--- src/rtl/turf_event_gen.sv ---
// Event frame generator: header, indexed payload words and an optional XOR trailer on an AXI4-stream master.
// Define TURF_EVENT_GEN_CHECKSUM_EN to append the checksum trailer word.
module turf_event_gen #(
  parameter logic [7:0]  MAGIC   = 8'hE5,
  parameter logic [11:0] MAX_LEN = 12'd1024
) (
  input  logic        aclk,
  input  logic        aresetn,
  input  logic        trig_i,
  input  logic [11:0] len_i,
  output logic        busy_o,
  output logic        drop_o,
  output logic [7:0]  drop_cnt_o,
  output logic [11:0] evnum_o,
  output logic [31:0] m_axis_tdata,
  output logic        m_axis_tvalid,
  input  logic        m_axis_tready,
  output logic        m_axis_tlast
);

  typedef enum logic [1:0] {
    IDLE = 2'd0,
    HDR  = 2'd1,
    PAY  = 2'd2
`ifdef TURF_EVENT_GEN_CHECKSUM_EN
    , TRL = 2'd3
`endif
  } state_t;

  state_t      state_reg, state_next;
  logic [11:0] len_reg;
  logic [11:0] ev_reg;
  logic [11:0] k_reg;
  logic [11:0] evnum_reg;
  logic [7:0]  drop_cnt_reg;
  logic        drop_reg;
  logic        armed_reg;
`ifdef TURF_EVENT_GEN_CHECKSUM_EN
  logic [31:0] csum_reg;
`endif

  logic beat;
  logic last_pay;
  logic accept;
  logic reject;
  logic ev_end;

  assign beat     = m_axis_tvalid && m_axis_tready;
  assign last_pay = (k_reg == len_reg - 12'd1);
  // armed_reg masks the first cycle after reset release
  assign accept   = trig_i && armed_reg && (state_reg == IDLE);
  assign reject   = trig_i && busy_o;
  assign ev_end   = beat && m_axis_tlast;

  assign drop_o     = drop_reg;
  assign drop_cnt_o = drop_cnt_reg;
  assign evnum_o    = evnum_reg;

  always_ff @(posedge aclk) begin
    if (!aresetn) state_reg <= IDLE;
    else          state_reg <= state_next;
  end

  always_comb begin
    state_next = state_reg;
    case (state_reg)
      IDLE: if (accept) state_next = HDR;
      HDR: begin
        if (beat) begin
          if (len_reg != 12'd0) state_next = PAY;
`ifdef TURF_EVENT_GEN_CHECKSUM_EN
          else state_next = TRL;
`else
          else state_next = IDLE;
`endif
        end
      end
      PAY: begin
        if (beat && last_pay) begin
`ifdef TURF_EVENT_GEN_CHECKSUM_EN
          state_next = TRL;
`else
          state_next = IDLE;
`endif
        end
      end
`ifdef TURF_EVENT_GEN_CHECKSUM_EN
      TRL: if (beat) state_next = IDLE;
`endif
      default: state_next = IDLE;
    endcase
  end

  always_comb begin
    m_axis_tvalid = 1'b0;
    m_axis_tlast  = 1'b0;
    m_axis_tdata  = 32'd0;
    busy_o        = 1'b0;
    case (state_reg)
      HDR: begin
        m_axis_tvalid = 1'b1;
        busy_o        = 1'b1;
        m_axis_tdata  = {MAGIC, ev_reg, len_reg};
`ifndef TURF_EVENT_GEN_CHECKSUM_EN
        m_axis_tlast  = (len_reg == 12'd0);
`endif
      end
      PAY: begin
        m_axis_tvalid = 1'b1;
        busy_o        = 1'b1;
        m_axis_tdata  = {4'h0, ev_reg, 4'h0, k_reg};
`ifndef TURF_EVENT_GEN_CHECKSUM_EN
        m_axis_tlast  = last_pay;
`endif
      end
`ifdef TURF_EVENT_GEN_CHECKSUM_EN
      TRL: begin
        m_axis_tvalid = 1'b1;
        busy_o        = 1'b1;
        m_axis_tdata  = csum_reg;
        m_axis_tlast  = 1'b1;
      end
`endif
      default: ;
    endcase
  end

  always_ff @(posedge aclk) begin
    if (!aresetn) begin
      len_reg      <= 12'd0;
      ev_reg       <= 12'd0;
      k_reg        <= 12'd0;
      evnum_reg    <= 12'd0;
      drop_cnt_reg <= 8'd0;
      drop_reg     <= 1'b0;
      armed_reg    <= 1'b0;
`ifdef TURF_EVENT_GEN_CHECKSUM_EN
      csum_reg     <= 32'd0;
`endif
    end else begin
      armed_reg <= 1'b1;
      drop_reg  <= reject;
      if (reject && drop_cnt_reg != 8'hFF) drop_cnt_reg <= drop_cnt_reg + 8'd1;
      if (accept) begin
        len_reg <= (len_i > MAX_LEN) ? MAX_LEN : len_i;
        ev_reg  <= evnum_reg;
        k_reg   <= 12'd0;
      end else if (beat && state_reg == PAY) begin
        k_reg <= k_reg + 12'd1;
      end
`ifdef TURF_EVENT_GEN_CHECKSUM_EN
      if (accept) csum_reg <= 32'd0;
      else if (beat && (state_reg == HDR || state_reg == PAY)) csum_reg <= csum_reg ^ m_axis_tdata;
`endif
      if (ev_end) evnum_reg <= evnum_reg + 12'd1;
    end
  end

endmodule

--- config.mk ---
export PLATFORM = sky130hd
export DESIGN_NAME = turf_event_gen
export DESIGN_NICKNAME = d
export VERILOG_FILES = /design/src/rtl/turf_event_gen.sv
export SDC_FILE = /design/constraint.sdc
export NUM_CORES = 1
export LEC_CHECK = 0
export CORE_MARGIN = 3
export CORE_UTILIZATION = 40
export DETAILED_ROUTE_END_ITERATION = 10
export GPL_TIMING_DRIVEN = 0
export PLACE_DENSITY = 0.74
export SLEW_MARGIN = 30
export SYNTH_ARGS = -nofsm -noshare
export SYNTH_HDL_FRONTEND = slang
export SYNTH_SLANG_ARGS = --single-unit
--- constraint.sdc ---
create_clock -name aclk -period 5.79 [get_ports aclk]
set_input_delay 1.158 -clock aclk [delete_from_list [all_inputs] [get_ports aclk]]
set_output_delay 1.158 -clock aclk [all_outputs]
set_load 0.01 [all_outputs]
==> flow_metrics.py, run 1 <==
metrics = {
    "synthesis": {
        "synth_top_area_share_pct": 36.3,
        "synth_enable_flop_cells": 0,
        "ys.warnings.count": 0,
        "syn_nets": 387,
        "synth.distinct_cells": 60,
        "netlist_area_um2": 3310,
        "synth_sequential_area_ratio_pct": 36.3,
        "yosys_most_used_dff": "sky130_fd_sc_hd__dfxtp_1",
        "synthesis.instances": 363,
        "synth_top_cells_by_area": "sky130_fd_sc_hd__dfxtp_1 (36%), sky130_fd_sc_hd__a22o_1 (9.5%), sky130_fd_sc_hd__xnor2_1 (4.8%)",
        "yosys_register_bits": 60,
        "ys_async_sr_fraction_pct": 0,
        "syn_avg_cell_area_um2": 9.12,
        "top_cell_type_by_total_area_after_synthesis": "sky130_fd_sc_hd__dfxtp_1",
    },
    "global_route": {
        "initial_antenna_violation_count": 0,
        "grt_first_pass_wirelength_um": 14100,
        "grt.total_usage_pct": 18.6,
        "grt_max_degree": 13,
        "via_count_of_the_first_global_routing_pass": 2823,
        "overflow_left_after_global_routing": 0,
    },
    "floorplanning": {
        "vert_die_dim_um": 97.0,
        "rows": 32,
        "design.core.area_um2": 7890,
        "initial_utilization_pct": 42.0,
        "fp.dieArea_um2": 9400,
        "num_ports": 72,
        "dieWidth_um": 97.0,
    },
    "min_path": {
        "min_path_type": "register to register",
    },
    "final_layout": {
        "drive_above_1_share_pct": 8.48,
        "post-route-cell-area_um2": 4320,
        "area.growth.synth_to_final_pct": 30.6,
        "most_common_cell_after_layout_fill_and_taps_aside": "sky130_fd_sc_hd__clkdlybuf4s50_1",
        "final_cell_count_no_fill": 550,
        "n_antenna_cell": 0,
        "number_of_nets_in_the_layout": 468,
        "layout_common_cells": "sky130_fd_sc_hd__clkdlybuf4s50_1 (70), sky130_fd_sc_hd__dfxtp_1 (60), sky130_fd_sc_hd__a22o_1 (36), sky130_fd_sc_hd__nand2_1 (36), sky130_fd_sc_hd__nor2_1 (24)",
    },
    "timing": {
        "finalHoldViolCount": 0,
        "fmax_ghz": 0.238,
        "transition_time_at_the_pin_with_the_least_slew_margin_ps": 901,
        "rsz0062_at_grt": "false",
        "fin_hold_ws_ps": 500,
        "setup_tns_ps": 0,
        "final-max-slew-violation-count": 0,
        "timing.slew.headroom_pct": 39.8,
        "timing.final.crit_share_pct": 72.7,
        "timing.final.crit_period_ps": 4210,
        "setup_viol": 0,
        "finClkSkew_ps": 7.79,
    },
    "route": {
        "finalWirelength_um": 8770,
        "drt-vias-per-instance": 5.46,
        "wire_per_inst_um": 15.9,
        "detail_route.drc_violations": 0,
        "vias": 3004,
        "drtIter0Drc": 153,
        "detail_route.first_pass.iterations": 4,
        "antenna_left": 0,
    },
    "cts": {
        "cts_hold_repair.buffers": 0,
        "clock_sink_count": 60,
        "cts_resized": 0,
        "insertion_delay_ps": 340,
        "cts.htree.levels": 3,
        "numCtsBuffers": 9,
        "post_cts.repair.setup_buffers": 0,
        "max-clock-path-buffers": 2,
        "cts_tree": "done",
        "cts_root_buf": "sky130_fd_sc_hd__clkbuf_8",
        "clkTransAtPathRegs_ps": 70,
    },
    "pwr": {
        "cellLeakagePower_nw": 1.58,
        "ir_drop_mv": 0.112,
        "p_int_w": 0.000672,
        "p_seq_share_pct": 47.0,
        "cellPowerDensity_nw_per_um2": 207,
        "power_switching_share_pct": 25.0,
        "clockPowerShare_pct": 41.3,
        "combinationalPowerShare_pct": 11.7,
        "post-layout-total-power_w": 0.000896,
        "p_switching_w": 0.000224,
    },
    "critical_path": {
        "critPathRequiredTime_ps": 4630,
        "setup.worst_path.start_class": "register",
        "critPathKind": "register to output pin",
        "worstPathArrival_ps": 3050,
        "setup.worst_path.end_class": "output pin",
        "cp_max_fo": 7,
    },
    "flow_run": {
        "drv_cap": 0,
    },
    "outcome": {
        "outcome": "completed",
    },
    "placed_design": {
        "placement.cell_area_um2": 4140,
        "io_buffers": 70,
        "finalWeightedCongestion": 0.857,
        "place_inst": 535,
        "hpwlAfterDp_um": 6520,
    },
}
## layer usage
| layer | part of all wire [%] | track usage [%] |
|---|---|---|
| met2 | 49 | 30.3 |
| met4 | 1.1 | 5.62 |
| met3 | 6.0 | 5.70 |
| met1 | 44 | 23.5 |
| met5 | 0 | 0 |
## final cells by class
type	instances	area [um2]
Buffer	24	126
Clock buffer	13	149
Clock inverter	2	35.0
Fill cell	754	3570
Inverter	9	33.8
Multi-Input combinational cell	270	1950
Sequential cell	60	1200
Tap cell	102	128
Timing Repair Buffer	70	701
## through the flow
step | util, % | setup slack (ps)
after detailed placement | 52.5 | 1940
final | 54.8 | 1580
after CTS | 54.8 | 1540
after floorplan | - | 2770
after global placement | 52.5 | 1990
after global routing | 54.8 | 1280
## critical path, cell delays in order, from the launching register on
cell                              delay [ps]
sky130_fd_sc_hd__dfxtp_1                 460
sky130_fd_sc_hd__inv_1                   110
sky130_fd_sc_hd__ha_1                    310
sky130_fd_sc_hd__nor3b_1                 190
sky130_fd_sc_hd__xnor2_1                 130
sky130_fd_sc_hd__nor4_1                  310
sky130_fd_sc_hd__and4_2                  300
sky130_fd_sc_hd__nand4_1                  90
sky130_fd_sc_hd__a21boi_0                210
sky130_fd_sc_hd__clkdlybuf4s50_1         580
## power groups by stage
stage / logic [W] / registers [W] / clock network, W
after floorplan: 0.0000654 / 0.000430 / 0
after global placement: 0.000102 / 0.000431 / 0
after detailed placement: 0.000104 / 0.000431 / 0
after CTS: 0.000105 / 0.000422 / 0.000377
after global routing: 0.000115 / 0.000422 / 0.000392
final: 0.000105 / 0.000422 / 0.000370
## kinds of logic after synthesis
group           count (synthesis)  synth area share, %
buf+inv                        33                 4.84
fa+ha+maj                       8                 3.02
compound gates                 83                 21.4
simple gates                  138                 23.2
mux                             9                 2.72
other cells                     1                0.113
flops                          60                 36.3
xor+xnor                       31                 8.43
## cell usage after synthesis (6+ instances only)
library cell,n
sky130_fd_sc_hd__mux2i_1,9
sky130_fd_sc_hd__and2_1,8
sky130_fd_sc_hd__nand2b_1,8
sky130_fd_sc_hd__nand3_1,7
sky130_fd_sc_hd__nand2_1,36
sky130_fd_sc_hd__clkbuf_1,14
sky130_fd_sc_hd__and3_1,10
sky130_fd_sc_hd__inv_1,9
sky130_fd_sc_hd__nor4_1,7
sky130_fd_sc_hd__dfxtp_1,60
sky130_fd_sc_hd__a22o_1,36
sky130_fd_sc_hd__or3_1,6
sky130_fd_sc_hd__nor3_1,7
sky130_fd_sc_hd__o21ai_0,9
sky130_fd_sc_hd__ha_1,8
sky130_fd_sc_hd__xor2_1,12
sky130_fd_sc_hd__nand4_1,7
sky130_fd_sc_hd__a21oi_1,7
sky130_fd_sc_hd__nor2_1,24
sky130_fd_sc_hd__xnor2_1,18
## final timing paths
| path | startpoint | to | slack, ps | cells after the start |
|---|---|---|---|---|
| worst min register to register | state_reg[1] | state_reg[1] | 500 | 2 |
| worst min-delay path | state_reg[1] | state_reg[1] | 500 | 2 |
| worst max register to register | len_reg[0] | evnum_o[6] | 2990 | 10 |
| worst max-delay path | len_reg[0] | m_axis_tlast | 1580 | 9 |
Power figures use the tool's default switching activity.
==> inputs of run 2 (changes only) <==
==> constraint.sdc (replaced) <==
create_clock -name aclk -period 4.1 [get_ports aclk]
set_input_delay 0.82 -clock aclk [delete_from_list [all_inputs] [get_ports aclk]]
set_output_delay 0.82 -clock aclk [all_outputs]
set_load 0.01 [all_outputs]
==> run 2 against run 1 <==
  * Worst setup slack worse by 1300 ps
  * Clock skew about the same
  * Largest power group unchanged
  * Critical endpoint unchanged
  * Global-route usage unchanged
  * Routed wire length up 0.23%
  * Count of clock-buffer cells in the layout unchanged
  * Largest cell class unchanged
  * Critical path type unchanged
==> flow_metrics.py, run 2 (synthesis results as in run 1) <==
metrics = {
    "global_route": {
        "grt_max_degree": 13,
        "initial_antenna_violation_count": 0,
        "via_count_of_the_first_global_routing_pass": 2823,
        "grt.total_usage_pct": 18.6,
        "grt_first_pass_wirelength_um": 14100,
        "overflow_left_after_global_routing": 0,
    },
    "timing": {
        "finalHoldViolCount": 0,
        "final_setup_slack_of_the_worst_path_ps": 301,
        "timing.final.crit_period_ps": 3800,
        "setup_viol": 0,
        "transition_time_at_the_pin_with_the_least_slew_margin_ps": 906,
        "timing.final.crit_share_pct": 92.7,
        "rsz0062_at_grt": "false",
        "finClkSkew_ps": 7.79,
        "fmax_ghz": 0.263,
        "timing.slew.headroom_pct": 39.5,
        "setup_tns_ps": 0,
        "final-max-slew-violation-count": 0,
    },
    "pwr": {
        "power_switching_share_pct": 25.1,
        "p_int_w": 0.000949,
        "p_switching_w": 0.000318,
        "p_seq_share_pct": 47.0,
        "clockPowerShare_pct": 41.3,
        "cellPowerDensity_nw_per_um2": 293,
        "combinationalPowerShare_pct": 11.7,
        "post-layout-total-power_w": 0.00127,
        "ir_drop_mv": 0.157,
        "cellLeakagePower_nw": 1.58,
    },
    "route": {
        "finalWirelength_um": 8790,
        "drtIter0Drc": 153,
        "drt-vias-per-instance": 5.49,
        "antenna_left": 0,
        "wire_per_inst_um": 16.0,
        "detail_route.drc_violations": 0,
        "detail_route.first_pass.iterations": 4,
        "vias": 3018,
    },
    "placed_design": {
        "pre_cts_setup_slack_ps": 584,
        "place_inst": 535,
        "finalWeightedCongestion": 0.857,
        "hpwlAfterDp_um": 6520,
        "io_buffers": 70,
        "placement.cell_area_um2": 4140,
    },
    "min_path": {
        "min_path_type": "register to register",
        "whs_endpoint": "state_reg[1]",
        "startpoint_of_the_lowest_slack_hold_path": "state_reg[1]",
        "hold_depth": 2,
    },
    "cts": {
        "cts.htree.levels": 3,
        "cts_hold_repair.buffers": 0,
        "cts_tree": "done",
        "post_cts.repair.setup_buffers": 0,
        "clkTransAtPathRegs_ps": 70,
        "insertion_delay_ps": 340,
        "max-clock-path-buffers": 2,
        "cts_root_buf": "sky130_fd_sc_hd__clkbuf_8",
        "clock_sink_count": 60,
        "numCtsBuffers": 9,
    },
    "final_layout": {
        "post-route-cell-area_um2": 4330,
        "drive_above_1_share_pct": 8.71,
        "n_antenna_cell": 0,
        "number_of_nets_in_the_layout": 468,
        "most_common_cell_after_layout_fill_and_taps_aside": "sky130_fd_sc_hd__clkdlybuf4s50_1",
        "final_cell_count_no_fill": 550,
        "area.growth.synth_to_final_pct": 30.8,
        "layout_common_cells": "sky130_fd_sc_hd__clkdlybuf4s50_1 (70), sky130_fd_sc_hd__dfxtp_1 (60), sky130_fd_sc_hd__a22o_1 (36), sky130_fd_sc_hd__nand2_1 (36), sky130_fd_sc_hd__nor2_1 (24)",
    },
    "critical_path": {
        "setup.reg_to_reg.worst_slack_ps": 1360,
        "timing.rr.end": "evnum_o[6]",
        "max_stage_delay_ps": 580,
        "setup.worst_path.end_class": "output pin",
        "critPathKind": "register to output pin",
        "timing.rr.start": "len_reg[0]",
        "path_cells": "inv_1 > ha_1 > nor3b_1 > xnor2_1 > nor4_2 > and4_2 > nand4_1 > a21boi_0 > clkdlybuf4s50_1",
        "slowest_stage": "sky130_fd_sc_hd__clkdlybuf4s50_1",
        "cp_max_fo": 7,
        "r2r.worst_path.cells": 10,
        "critPathRequiredTime_ps": 3280,
        "worstPathArrival_ps": 2980,
        "setup.worst_path.start_class": "register",
    },
    "floorplanning": {
        "dieWidth_um": 97.0,
        "num_ports": 72,
        "initial_utilization_pct": 42.0,
        "fp.dieArea_um2": 9400,
        "rows": 32,
        "vert_die_dim_um": 97.0,
        "design.core.area_um2": 7890,
    },
    "outcome": {
        "outcome": "completed",
    },
    "flow_run": {
        "drv_cap": 0,
    },
}
-- run 2: cell counts in the layout (fill, tap and decap cells not counted) --
Identical to the previous run, type by type.
-- run 2: worst max-delay path: cells and delay by family (launching register included) --
kind,cells,cell delay (ps)
AO/OA/AOI/OAI,1,210
buffers and inverters,2,700
AND/OR/NAND/NOR,4,920
adder cells (fa/ha/maj),1,310
flip-flops,1,380
XOR/XNOR,1,120
-- run 2: metrics by stage --
step	hold WS (ps)	util, %
2_1_floorplan	464	-
3_3_place_gp	479	52.5
3_5_place_dp	487	52.5
4_1_cts	501	54.8
5_1_grt	514	54.9
6_report	500	54.9
-- run 2: worst max-delay path by stage --
stage	from	to	slack [ps]	cells past startpoint
CTS	len_reg[0]	m_axis_tlast	190	9
global route	len_reg[0]	m_axis_tlast	40	9
global placement	len_reg[0]	m_axis_tlast	630	9
detailed placement	len_reg[0]	m_axis_tlast	580	9
floorplan	len_reg[0]	m_axis_tlast	1420	8
finish	len_reg[0]	m_axis_tlast	300	9
-- run 2: repair_timing --
action,in CTS,in global routing
endpoints found under the hold margin,0,0
setup endpoints to repair,0,1
resized for setup,0,1
-- run 2: final cells by class --
| type | count | area (um2) |
|---|---|---|
| fill | 754 | 3560 |
| multi-input combinational | 270 | 1950 |
| sequential | 60 | 1200 |
| timing repair buffer | 70 | 701 |
| clock buffer | 13 | 149 |
| tap | 102 | 128 |
| buffer | 24 | 126 |
| clock inverter | 2 | 35.0 |
| inverter | 9 | 33.8 |
-- run 2: per-layer routing --
| metal | share of wire (%) | track usage [%] | vias to the layer above |
|---|---|---|---|
| met5 | 0 | 0 | - |
| met2 | 49 | 30.3 | 81 |
| met1 | 44 | 23.5 | 1440 |
| met3 | 5.8 | 5.70 | 9 |
| met4 | 1.1 | 5.62 | 0 |
| li1 | - | - | 1488 |
-- run 2: power groups by stage --
stage | registers (W) | clock network, W | logic [W]
after floorplan | 0.000607 | 0 | 0.0000924
after global placement | 0.000608 | 0 | 0.000144
after detailed placement | 0.000608 | 0 | 0.000147
after CTS | 0.000595 | 0.000532 | 0.000148
after global routing | 0.000596 | 0.000554 | 0.000162
final | 0.000595 | 0.000524 | 0.000149
==> inputs of run 3 (changes only) <==
--- a/config.mk
+++ b/config.mk
@@ -6,10 +6,11 @@
 export NUM_CORES = 1
 export LEC_CHECK = 0
 export CORE_MARGIN = 3
-export CORE_UTILIZATION = 40
+export CORE_UTILIZATION = 51
 export DETAILED_ROUTE_END_ITERATION = 10
 export GPL_TIMING_DRIVEN = 0
-export PLACE_DENSITY = 0.74
+export HOLD_SLACK_MARGIN = 0.06
+export PLACE_DENSITY = 0.89
 export SLEW_MARGIN = 30
 export SYNTH_ARGS = -nofsm -noshare
 export SYNTH_HDL_FRONTEND = slang
==> run 3 against run 2 <==
  * Routed wire length up 1.7%
  * Final cell count down 4.9%
  * First-iteration DRC count up 5.2%
  * Critical path depth unchanged
  * Largest power group unchanged
  * Core utilization up 16 points
  * Count of clock-buffer cells in the layout down 3
  * Die area down 20%
  * Sequential share of layout area about the same
  * Final area down 0.14%
  * Sequential power about the same
  * Highest routed layer unchanged
==> flow_metrics.py, run 3 (synthesis results as in run 1) <==
metrics = {
    "outcome": {
        "outcome": "completed",
    },
    "floorplanning": {
        "rows": 28,
        "vert_die_dim_um": 86.6,
        "design.core.area_um2": 6100,
        "initial_utilization_pct": 54.3,
        "num_ports": 72,
        "fp.dieArea_um2": 7490,
        "dieWidth_um": 86.6,
    },
    "cts": {
        "cts_root_buf": "sky130_fd_sc_hd__clkbuf_8",
        "cts_resized": 0,
        "cts_tree": "done",
        "insertion_delay_ps": 360,
        "post_cts.repair.setup_buffers": 0,
        "cts.htree.levels": 3,
        "cts_hold_repair.buffers": 0,
        "clkTransAtPathRegs_ps": 70,
        "max-clock-path-buffers": 2,
        "numCtsBuffers": 9,
        "clock_sink_count": 60,
    },
    "timing": {
        "setup_viol": 0,
        "timing.final.crit_share_pct": 93.1,
        "finClkSkew_ps": 11.5,
        "fin_hold_ws_ps": 510,
        "finalHoldViolCount": 0,
        "transition_time_at_the_pin_with_the_least_slew_margin_ps": 638,
        "setup_tns_ps": 0,
        "rsz0062_at_grt": "false",
        "final-max-slew-violation-count": 0,
        "timing.final.crit_period_ps": 3820,
        "fmax_ghz": 0.262,
        "timing.slew.headroom_pct": 57.4,
    },
    "critical_path": {
        "critPathKind": "register to output pin",
        "setup.worst_path.end_class": "output pin",
        "worstPathArrival_ps": 3000,
        "setup.worst_path.start_class": "register",
        "path_cells": "inv_1 > ha_1 > nor3b_1 > xnor2_1 > nor4_1 > and4_2 > nand4_1 > a21boi_0 > clkdlybuf4s50_1",
        "cp_max_fo": 7,
        "critPathRequiredTime_ps": 3280,
        "max_stage_delay_ps": 580,
        "slowest_stage": "sky130_fd_sc_hd__clkdlybuf4s50_1",
    },
    "route": {
        "finalWirelength_um": 8940,
        "antenna_left": 0,
        "drt-vias-per-instance": 5.90,
        "vias": 3085,
        "detail_route.first_pass.iterations": 4,
        "drtIter0Drc": 161,
        "detail_route.drc_violations": 0,
        "wire_per_inst_um": 17.1,
    },
    "global_route": {
        "grt_first_pass_wirelength_um": 14600,
        "grt.total_usage_pct": 24.7,
        "via_count_of_the_first_global_routing_pass": 3125,
        "overflow_left_after_global_routing": 0,
        "initial_antenna_violation_count": 0,
        "grt_max_degree": 13,
    },
    "pwr": {
        "cellPowerDensity_nw_per_um2": 306,
        "cellLeakagePower_nw": 1.59,
        "ir_drop_mv": 0.255,
    },
    "final_layout": {
        "filler_cell_count": 496,
        "number_of_nets_in_the_layout": 468,
        "layout_common_cells": "sky130_fd_sc_hd__clkdlybuf4s50_1 (70), sky130_fd_sc_hd__dfxtp_1 (60), sky130_fd_sc_hd__a22o_1 (36), sky130_fd_sc_hd__nand2_1 (36), sky130_fd_sc_hd__nor2_1 (24)",
        "most_common_cell_after_layout_fill_and_taps_aside": "sky130_fd_sc_hd__clkdlybuf4s50_1",
        "register_area_um2": 1200,
        "n_antenna_cell": 0,
        "area_of_the_multi_input_gates_um2": 1960,
        "drive_above_1_share_pct": 8.93,
        "area.growth.synth_to_final_pct": 30.6,
    },
    "placed_design": {
        "hpwlAfterDp_um": 6560,
        "io_buffers": 70,
        "finalWeightedCongestion": 0.880,
    },
    "flow_run": {
        "drv_cap": 0,
    },
    "min_path": {
        "min_path_type": "register to register",
    },
}
run 3: cell type report:
cell class / instances / share of cell area, %
multi-input cells: 270 / 45.4
well taps: 75 / 2.17
inverters: 9 / 0.782
plain buffers: 24 / 2.92
repair buffers: 70 / 16.2
clock inverters: 5 / 1.80
flip-flops and latches: 60 / 27.8
clock buffers: 10 / 2.95
run 3: path summary, 6_finish.rpt:
check / from / endpoint / slack [ps] / cells past startpoint
worst max register to register: len_reg[0] / evnum_o[6] / 1370 / 10
worst min-delay path: drop_cnt_o[7] / drop_cnt_o[7] / 510 / 2
worst min register to register: drop_cnt_o[7] / drop_cnt_o[7] / 510 / 2
worst max-delay path: len_reg[0] / m_axis_tlast / 280 / 9
run 3: layer usage:
metal | vias up | share of wire (%) | track usage [%] | routed length, um
met5 | - | 0 | 0 | 0
met1 | 1472 | 42 | 30.3 | 3740
met4 | 0 | 1.8 | 8.50 | 157
met3 | 17 | 6.4 | 6.56 | 575
li1 | 1481 | - | - | -
met2 | 115 | 50 | 41.7 | 4460
run 3: through the flow:
stage          cells  total power, W  instance area, um2  utilization [%]  setup WS (ps)
6_report         523         0.00132                4320             70.9            283
5_1_grt          523         0.00137                4320             70.9           36.7
4_1_cts          523         0.00132                4310             70.7            263
3_5_place_dp     508        0.000756                4100             67.3            632
3_3_place_gp     508        0.000751                4100             67.3            641
2_1_floorplan    363        0.000700                3310                -           1420
run 3: power breakdown:
| part | switching [W] | leakage [nW] | internal (W) |
|---|---|---|---|
| logic | 0.0000830 | 1.00 | 0.0000673 |
| registers | 0.00000733 | 0.484 | 0.000589 |
| clock network | 0.000238 | 0.102 | 0.000337 |
run 3: critical path: cells and delay by family (launching register included):
family                     cells  cell delay (ps)
and+or+nand+nor                4              850
buffers and inverters          2              690
AOI/OAI and AO/OA              1              230
DFF                            1              440
xor gates and xnor gates       1              130
adders and majority gates      1              310
